[src/rtl/vec4_fp_add_sequencer_pkg.sv]
// Shared definitions for the vec4 half-precision add/subtract sequencer:
// vector geometry, FSM state encoding and the in-flight tag layout.
package vec4_fp_add_sequencer_pkg;

  localparam int VEC_COMPONENTS = 4;
  localparam int COMP_W         = 16;
  localparam int SIGN_BIT       = 15;
  localparam int IDX_W          = 2;
  localparam int TAG_W          = IDX_W + 1;

  typedef enum logic [1:0] {
    ST_IDLE  = 2'd0,
    ST_ISSUE = 2'd1,
    ST_DRAIN = 2'd2,
    ST_DONE  = 2'd3
  } state_e;

  typedef struct packed {
    logic             valid;
    logic [IDX_W-1:0] idx;
  } tag_t;

endpackage

[src/rtl/vec4_fp_add_sequencer_tag_pipe.sv]
// fp_tag_pipe: fixed-depth shift register carrying {valid, idx} tags in step
// with the external adder pipeline, so each adder result can be routed to its
// vector component.
// Ports:
//   clock  - rising-edge clock
//   reset  - asynchronous active-high reset, clears every stage
//   tag_i  - tag entering the pipe this cycle
//   tag_o  - tag leaving the pipe (aligned with the adder result)
module fp_tag_pipe #(
  parameter int DEPTH = 4,
  parameter int WIDTH = 3
) (
  input  logic             clock,
  input  logic             reset,
  input  logic [WIDTH-1:0] tag_i,
  output logic [WIDTH-1:0] tag_o
);

  logic [WIDTH-1:0] stage_q [DEPTH];

  always_ff @(posedge clock or posedge reset) begin
    if (reset) begin
      for (int k = 0; k < DEPTH; k++) stage_q[k] <= '0;
    end else begin
      stage_q[0] <= tag_i;
      for (int k = 1; k < DEPTH; k++) stage_q[k] <= stage_q[k-1];
    end
  end

  assign tag_o = stage_q[DEPTH-1];

endmodule

[src/rtl/vec4_fp_add_sequencer.sv]
// vec4_fp_add_sequencer: feeds one vec4 add/subtract through a shared
// pipelined half-precision adder, one component per clock, and reassembles
// the result vector with OR-ed exception flags.
// Ports:
//   clock, reset             - clock and async active-high reset
//   in_valid/in_ready        - request handshake (ready only when idle)
//   in_vec_a/in_vec_b/in_sub - operand vectors, subtract select
//   add_operand_a/b          - registered operands to the adder
//   add_result, add_*        - adder result and flags, ADD_LATENCY later
//   out_valid/out_ready      - result handshake
//   out_vec, out_* flags     - assembled result and aggregated flags
//   out_zero_mask            - per-component zero flag
//   busy                     - operation in progress
//
// state    | meaning
// ST_IDLE  | waiting for a request, in_ready high
// ST_ISSUE | sending components 0..3 to the adder
// ST_DRAIN | waiting for the component 3 result
// ST_DONE  | holding the result until out_ready
module vec4_fp_add_sequencer
  import vec4_fp_add_sequencer_pkg::*;
#(
  parameter int ADD_LATENCY = 4
) (
  input  logic                       clock,
  input  logic                       reset,
  input  logic                       in_valid,
  output logic                       in_ready,
  input  logic [VEC_COMPONENTS*COMP_W-1:0] in_vec_a,
  input  logic [VEC_COMPONENTS*COMP_W-1:0] in_vec_b,
  input  logic                       in_sub,
  output logic [COMP_W-1:0]          add_operand_a,
  output logic [COMP_W-1:0]          add_operand_b,
  input  logic [COMP_W-1:0]          add_result,
  input  logic                       add_overflow,
  input  logic                       add_underflow,
  input  logic                       add_zero,
  input  logic                       add_infinity,
  input  logic                       add_nan,
  output logic                       out_valid,
  input  logic                       out_ready,
  output logic [VEC_COMPONENTS*COMP_W-1:0] out_vec,
  output logic                       out_overflow,
  output logic                       out_underflow,
  output logic                       out_infinity,
  output logic                       out_nan,
  output logic [VEC_COMPONENTS-1:0]  out_zero_mask,
  output logic                       busy
);

  localparam logic [IDX_W-1:0] LAST_IDX = IDX_W'(VEC_COMPONENTS - 1);

  state_e                            state_q;
  logic [VEC_COMPONENTS*COMP_W-1:0]  vec_a_q, vec_b_q, out_vec_q;
  logic                              sub_q;
  logic [IDX_W-1:0]                  idx_q;
  logic [COMP_W-1:0]                 op_a_q, op_b_q;
  logic                              out_valid_q;
  logic                              ovf_q, unf_q, inf_q, nan_q;
  logic [VEC_COMPONENTS-1:0]         zero_mask_q;

  tag_t        tag_in, tag_out;
  logic [TAG_W-1:0] tag_out_raw;

  // A tag is pushed in the same edge the operands are registered.
  assign tag_in  = '{valid: (state_q == ST_ISSUE), idx: idx_q};
  assign tag_out = tag_t'(tag_out_raw);

  fp_tag_pipe #(
    .DEPTH (ADD_LATENCY),
    .WIDTH (TAG_W)
  ) u_tag_pipe (
    .clock (clock),
    .reset (reset),
    .tag_i (tag_in),
    .tag_o (tag_out_raw)
  );

  always_ff @(posedge clock or posedge reset) begin
    if (reset) begin
      state_q     <= ST_IDLE;
      vec_a_q     <= '0;
      vec_b_q     <= '0;
      sub_q       <= 1'b0;
      idx_q       <= '0;
      op_a_q      <= '0;
      op_b_q      <= '0;
      out_valid_q <= 1'b0;
      out_vec_q   <= '0;
      ovf_q       <= 1'b0;
      unf_q       <= 1'b0;
      inf_q       <= 1'b0;
      nan_q       <= 1'b0;
      zero_mask_q <= '0;
    end else begin
      // Result capture is driven by the tag alone, so it also runs while
      // later components are still being issued (short adder latency).
      if (tag_out.valid) begin
        out_vec_q[{tag_out.idx, 4'b0000} +: COMP_W] <= add_result;
        ovf_q                    <= ovf_q | add_overflow;
        unf_q                    <= unf_q | add_underflow;
        inf_q                    <= inf_q | add_infinity;
        nan_q                    <= nan_q | add_nan;
        zero_mask_q[tag_out.idx] <= add_zero;
      end

      case (state_q)
        ST_IDLE: begin
          if (in_valid) begin
            vec_a_q     <= in_vec_a;
            vec_b_q     <= in_vec_b;
            sub_q       <= in_sub;
            idx_q       <= '0;
            out_vec_q   <= '0;
            ovf_q       <= 1'b0;
            unf_q       <= 1'b0;
            inf_q       <= 1'b0;
            nan_q       <= 1'b0;
            zero_mask_q <= '0;
            state_q     <= ST_ISSUE;
          end
        end
        ST_ISSUE: begin
          op_a_q <= vec_a_q[{idx_q, 4'b0000} +: COMP_W];
          op_b_q <= vec_b_q[{idx_q, 4'b0000} +: COMP_W]
                    ^ (COMP_W'(sub_q) << SIGN_BIT);
          idx_q  <= idx_q + 1'b1;
          if (idx_q == LAST_IDX) state_q <= ST_DRAIN;
        end
        ST_DRAIN: begin
          if (tag_out.valid && tag_out.idx == LAST_IDX) begin
            out_valid_q <= 1'b1;
            state_q     <= ST_DONE;
          end
        end
        ST_DONE: begin
          if (out_ready) begin
            out_valid_q <= 1'b0;
            state_q     <= ST_IDLE;
          end
        end
        default: state_q <= ST_IDLE;
      endcase
    end
  end

  assign in_ready      = (state_q == ST_IDLE);
  assign busy          = (state_q != ST_IDLE);
  assign add_operand_a = op_a_q;
  assign add_operand_b = op_b_q;
  assign out_valid     = out_valid_q;
  assign out_vec       = out_vec_q;
  assign out_overflow  = ovf_q;
  assign out_underflow = unf_q;
  assign out_infinity  = inf_q;
  assign out_nan       = nan_q;
  assign out_zero_mask = zero_mask_q;

endmodule

[config.mk]
export PLATFORM = sky130hd
export DESIGN_NAME = vec4_fp_add_sequencer
export DESIGN_NICKNAME = d
export VERILOG_FILES = /design/src/rtl/vec4_fp_add_sequencer_pkg.sv /design/src/rtl/vec4_fp_add_sequencer_tag_pipe.sv /design/src/rtl/vec4_fp_add_sequencer.sv
export SDC_FILE = /design/constraint.sdc
export NUM_CORES = 1
export LEC_CHECK = 0
export CAP_MARGIN = 20
export CORE_MARGIN = 2
export CORE_UTILIZATION = 30
export CTS_CLUSTER_SIZE = 40
export DETAILED_ROUTE_END_ITERATION = 8
export PLACE_DENSITY = 0.58
export SYNTH_ARGS = -nofsm -noshare
export SYNTH_HDL_FRONTEND = slang
export SYNTH_SLANG_ARGS = --single-unit
[constraint.sdc]
create_clock -name clock -period 12.3 [get_ports clock]
set_clock_uncertainty 0.05 [all_clocks]
set_input_delay 1.845 -clock clock [delete_from_list [all_inputs] [get_ports clock]]
set_output_delay 1.845 -clock clock [all_outputs]
set_load 0.05 [all_outputs]
==> impl_metrics.toml <==
[status]
outcome = "finished clean"

[worst_setup_path]
critical_path.reg2reg.startpoint = "state_q[0]$_DFFE_PP0P_"
start_kind = "input port"
setup.worst_path.start = "in_valid"
critPathKind = "input port to flop"
critPathRequiredTime_ns = 12.67
cp_max_fo = 93
chain_of_cells_forming_the_critical_path = "clkdlybuf4s50_1 -> and2_4 -> buf_4 -> buf_4 -> a21oi_1 -> a32o_1"
crit_path_top_delay_cell = "buf_4"
critPathMostFrequentCell = "buf_4"
cp-end-kind = "flop"
crit_arrival_ns = 4.90
slowest_stage_delay_cp_ns = 0.85

[grt]
grt.total_usage_pct = 15.7
initial_antenna_violation_count = 5
grt_pass1_vias = 8108
first_pass_grt_wire_length_um = 45400
global_route.overflow_total = 0
grt_max_degree = 116

[route]
drt-initial-drc-count = 401
route.detailed.wl_per_inst_um = 17.1
viasPerCell = 4.69
drcViolationCount = 0
route.antenna.remaining_nets = 0
drt_pass1_iterations = 5
route.vias.total = 7850
postRouteWirelength_um = 28600

[clock_tree]
clock_buffers_created_by_tritoncts = 28
cts.htree.levels = 1
ctsRootBufferMaster = "clkbuf_16"
post_cts_resize_count = 0
clk_pin_slew_ns = 0.06
tritoncts_clock_tree = "done"
clock_path_buffers = 3
clock_insertion_delay_worst_skew_ns = 0.53
ctsHoldBuffers = 0
tritoncts_num_sinks = 250
post-cts-setup-buffers = 0

[floorplan]
core_area_mm2 = 0.0345
floorplan.initialDensity_pct = 30.5
die_area_mm2 = 0.0366
die_height_um = 191
overall_die_width_um = 191
boundaryPins = 261
floorplan.rows = 68

[power]
power_density_mw_per_mm2 = 254
p_leak_nw = 6.69
cell_internal_pwr_mw = 2.25
clock_power_share_pct = 21.9
p_switching_mw = 1.40
power.combinational.fraction_pct = 41.1
power.ir.vdd_worst_mv = 0.146
seq_power_share_pct = 37.0
p_sw_share_pct = 38.4

[place]
gp_congestion = 0.746
dp_hpwl_um = 19000
io_buffer_count = 260
preCtsSetupSlack_ns = 7.19

[yosys]
post_synthesis_instance_area_mm2 = 0.0105
postSynthCellCount = 962
yosys.cell_types.count = 31
postSynth.asyncResetShare_pct = 100
syn_nets = 1127
yosysWarningCount = 0
syn_avg_cell_area_um2 = 11.0
synth_flop_cell = "dfrtp_1"
synth_enable_flop_cells = 0
yosys_register_bits = 250
synth.yosys.seq_area_share_pct = 59.4

[sta]
period_needed_ns = 4.53
timing.final.setup_violations = 0
max-slew-margin-rel_pct = 29.6
timing.final.ws_setup_ns = 7.77
maxSlewViolCount = 0
finalSetupTns_ns = 0
post-route-period-util_pct = 36.8
finalHoldViolations = 0
grt_setup_unrepaired = "no"
tightest_slew_ns = 1.06
achievable-frequency_mhz = 221

[cells_and_area]
syn2layout_area_growth_pct = 36.3
layout.cells.most_common_list = "397 x nand2_1, 260 x clkdlybuf4s50_1, 248 x dfrtp_1"
final_common_cell = "nand2_1"
nNetsFinal = 1359
fillCellCount = 3412
final_layout_size_suffix_gt1_share_pct = 10.4

[worst_hold_path]
min_path_type = "flop to flop"
min_from = "u_tag_pipe.stage_q[5]$_DFF_PP0_"

[flow_run]
max-cap-violations = 0
==> worst max-delay path: cells and delay by family <==
| family | cells | cell delay (ns) |
|---|---|---|
| buf+inv | 3 | 2.02 |
| compound gates | 2 | 0.49 |
| simple gates | 1 | 0.41 |
==> registers in the layout (all words and copies together), names as in the netlist, 2 cells and up <==
| register | cells |
|---|---|
| out_vec | 64 |
| add_operand_b | 16 |
| vec_a_q | 64 |
| state_q | 2 |
| add_operand_a | 16 |
| idx_q | 2 |
| out_zero_mask | 4 |
| vec_b_q | 64 |
| u_tag_pipe.tag_o | 3 |
| u_tag_pipe.stage_q | 9 |
==> power by group through the flow <==
stage                     registers (mW)  clock network [mW]  logic, mW
after floorplan                     1.61                   0      0.823
after global routing                1.40               0.862       1.64
after CTS                           1.36               0.826       1.52
after detailed placement            1.36                   0       1.52
final                               1.35               0.800       1.50
after global placement              1.36                   0       1.50
==> final cells by class <==
type                       count  area [um^2]  share of cell area [%]
inverter                       8         37.5                   0.261
clock buffer                  43          848                    5.91
sequential                   250         6260                    43.6
multi-input combinational    636         3920                    27.3
clock inverter                 8         46.3                   0.322
timing repair buffer         270         2680                    18.6
tap                          455          569                    3.96
antenna                        3         7.51                  0.0523
==> Yosys cell counts, types with 3 or more instances <==
cell type,instances,area (um^2)
buf_1,3,11.3
ha_1,11,138
clkbuf_1,29,109
a32o_1,8,80.1
inv_1,8,30.0
a21oi_1,12,60.1
a32oi_1,56,490
buf_12,3,60.1
nor2b_1,5,31.3
nand2_1,398,1490
dfrtp_1,250,6260
buf_4,3,22.5
mux2_2,5,56.3
mux2_4,29,435
mux4_2,29,653
nor2_1,62,233
nand3_1,4,20.0
buf_2,27,135
mux4_1,3,78.8
==> worst paths after layout <==
path | cells after the start | end | slack, ns
max | 6 | out_vec[31]$_DFF_PP0_ | 7.77
min | 0 | u_tag_pipe.tag_o[2]$_DFF_PP0_ | 0.28
max reg2reg | 7 | out_vec[31]$_DFF_PP0_ | 8.74
min reg2reg | 0 | u_tag_pipe.tag_o[2]$_DFF_PP0_ | 0.28
max in group asynchronous | 3 | vec_b_q[54]$_DFFE_PP0P_ | 8.91
min in group asynchronous | 2 | vec_a_q[43]$_DFFE_PP0P_ | 1.82
==> cell families after synthesis <==
kind of cell               count (synthesis)  synth area share, %
and+or+nand+nor                          477                 17.5
DFF                                      250                 59.4
AOI/OAI and AO/OA                         81                 6.45
buffers and inverters                     76                 3.69
muxes                                     66                 11.6
adders and majority gates                 11                 1.31
xor gates and xnor gates                   1               0.0831
==> per-stage QoR <==
stage               hold WS [ns]  cells  power, mW  instance area (um^2)  util (%)
finish                     0.284   1673       3.65                 14400      41.6
global route               0.303   1671       3.90                 14400      41.6
CTS                        0.288   1669       3.71                 14300      41.5
detailed placement         0.285   1618       2.89                 13500      38.9
global placement           0.281   1618       2.86                 13500      38.9
floorplan                  0.281    962       2.43                 10500         -
==> routing by layer <==
layer | up-vias | wire length (um) | track usage [%]
met5 | - | 13 | 0
met4 | 2 | 644 | 3.88
met3 | 44 | 2040 | 3.78
met2 | 261 | 12800 | 24.1
met1 | 3845 | 13100 | 22.3
li1 | 3698 | - | -
No activity file was read; power rests on OpenSTA's default activity.
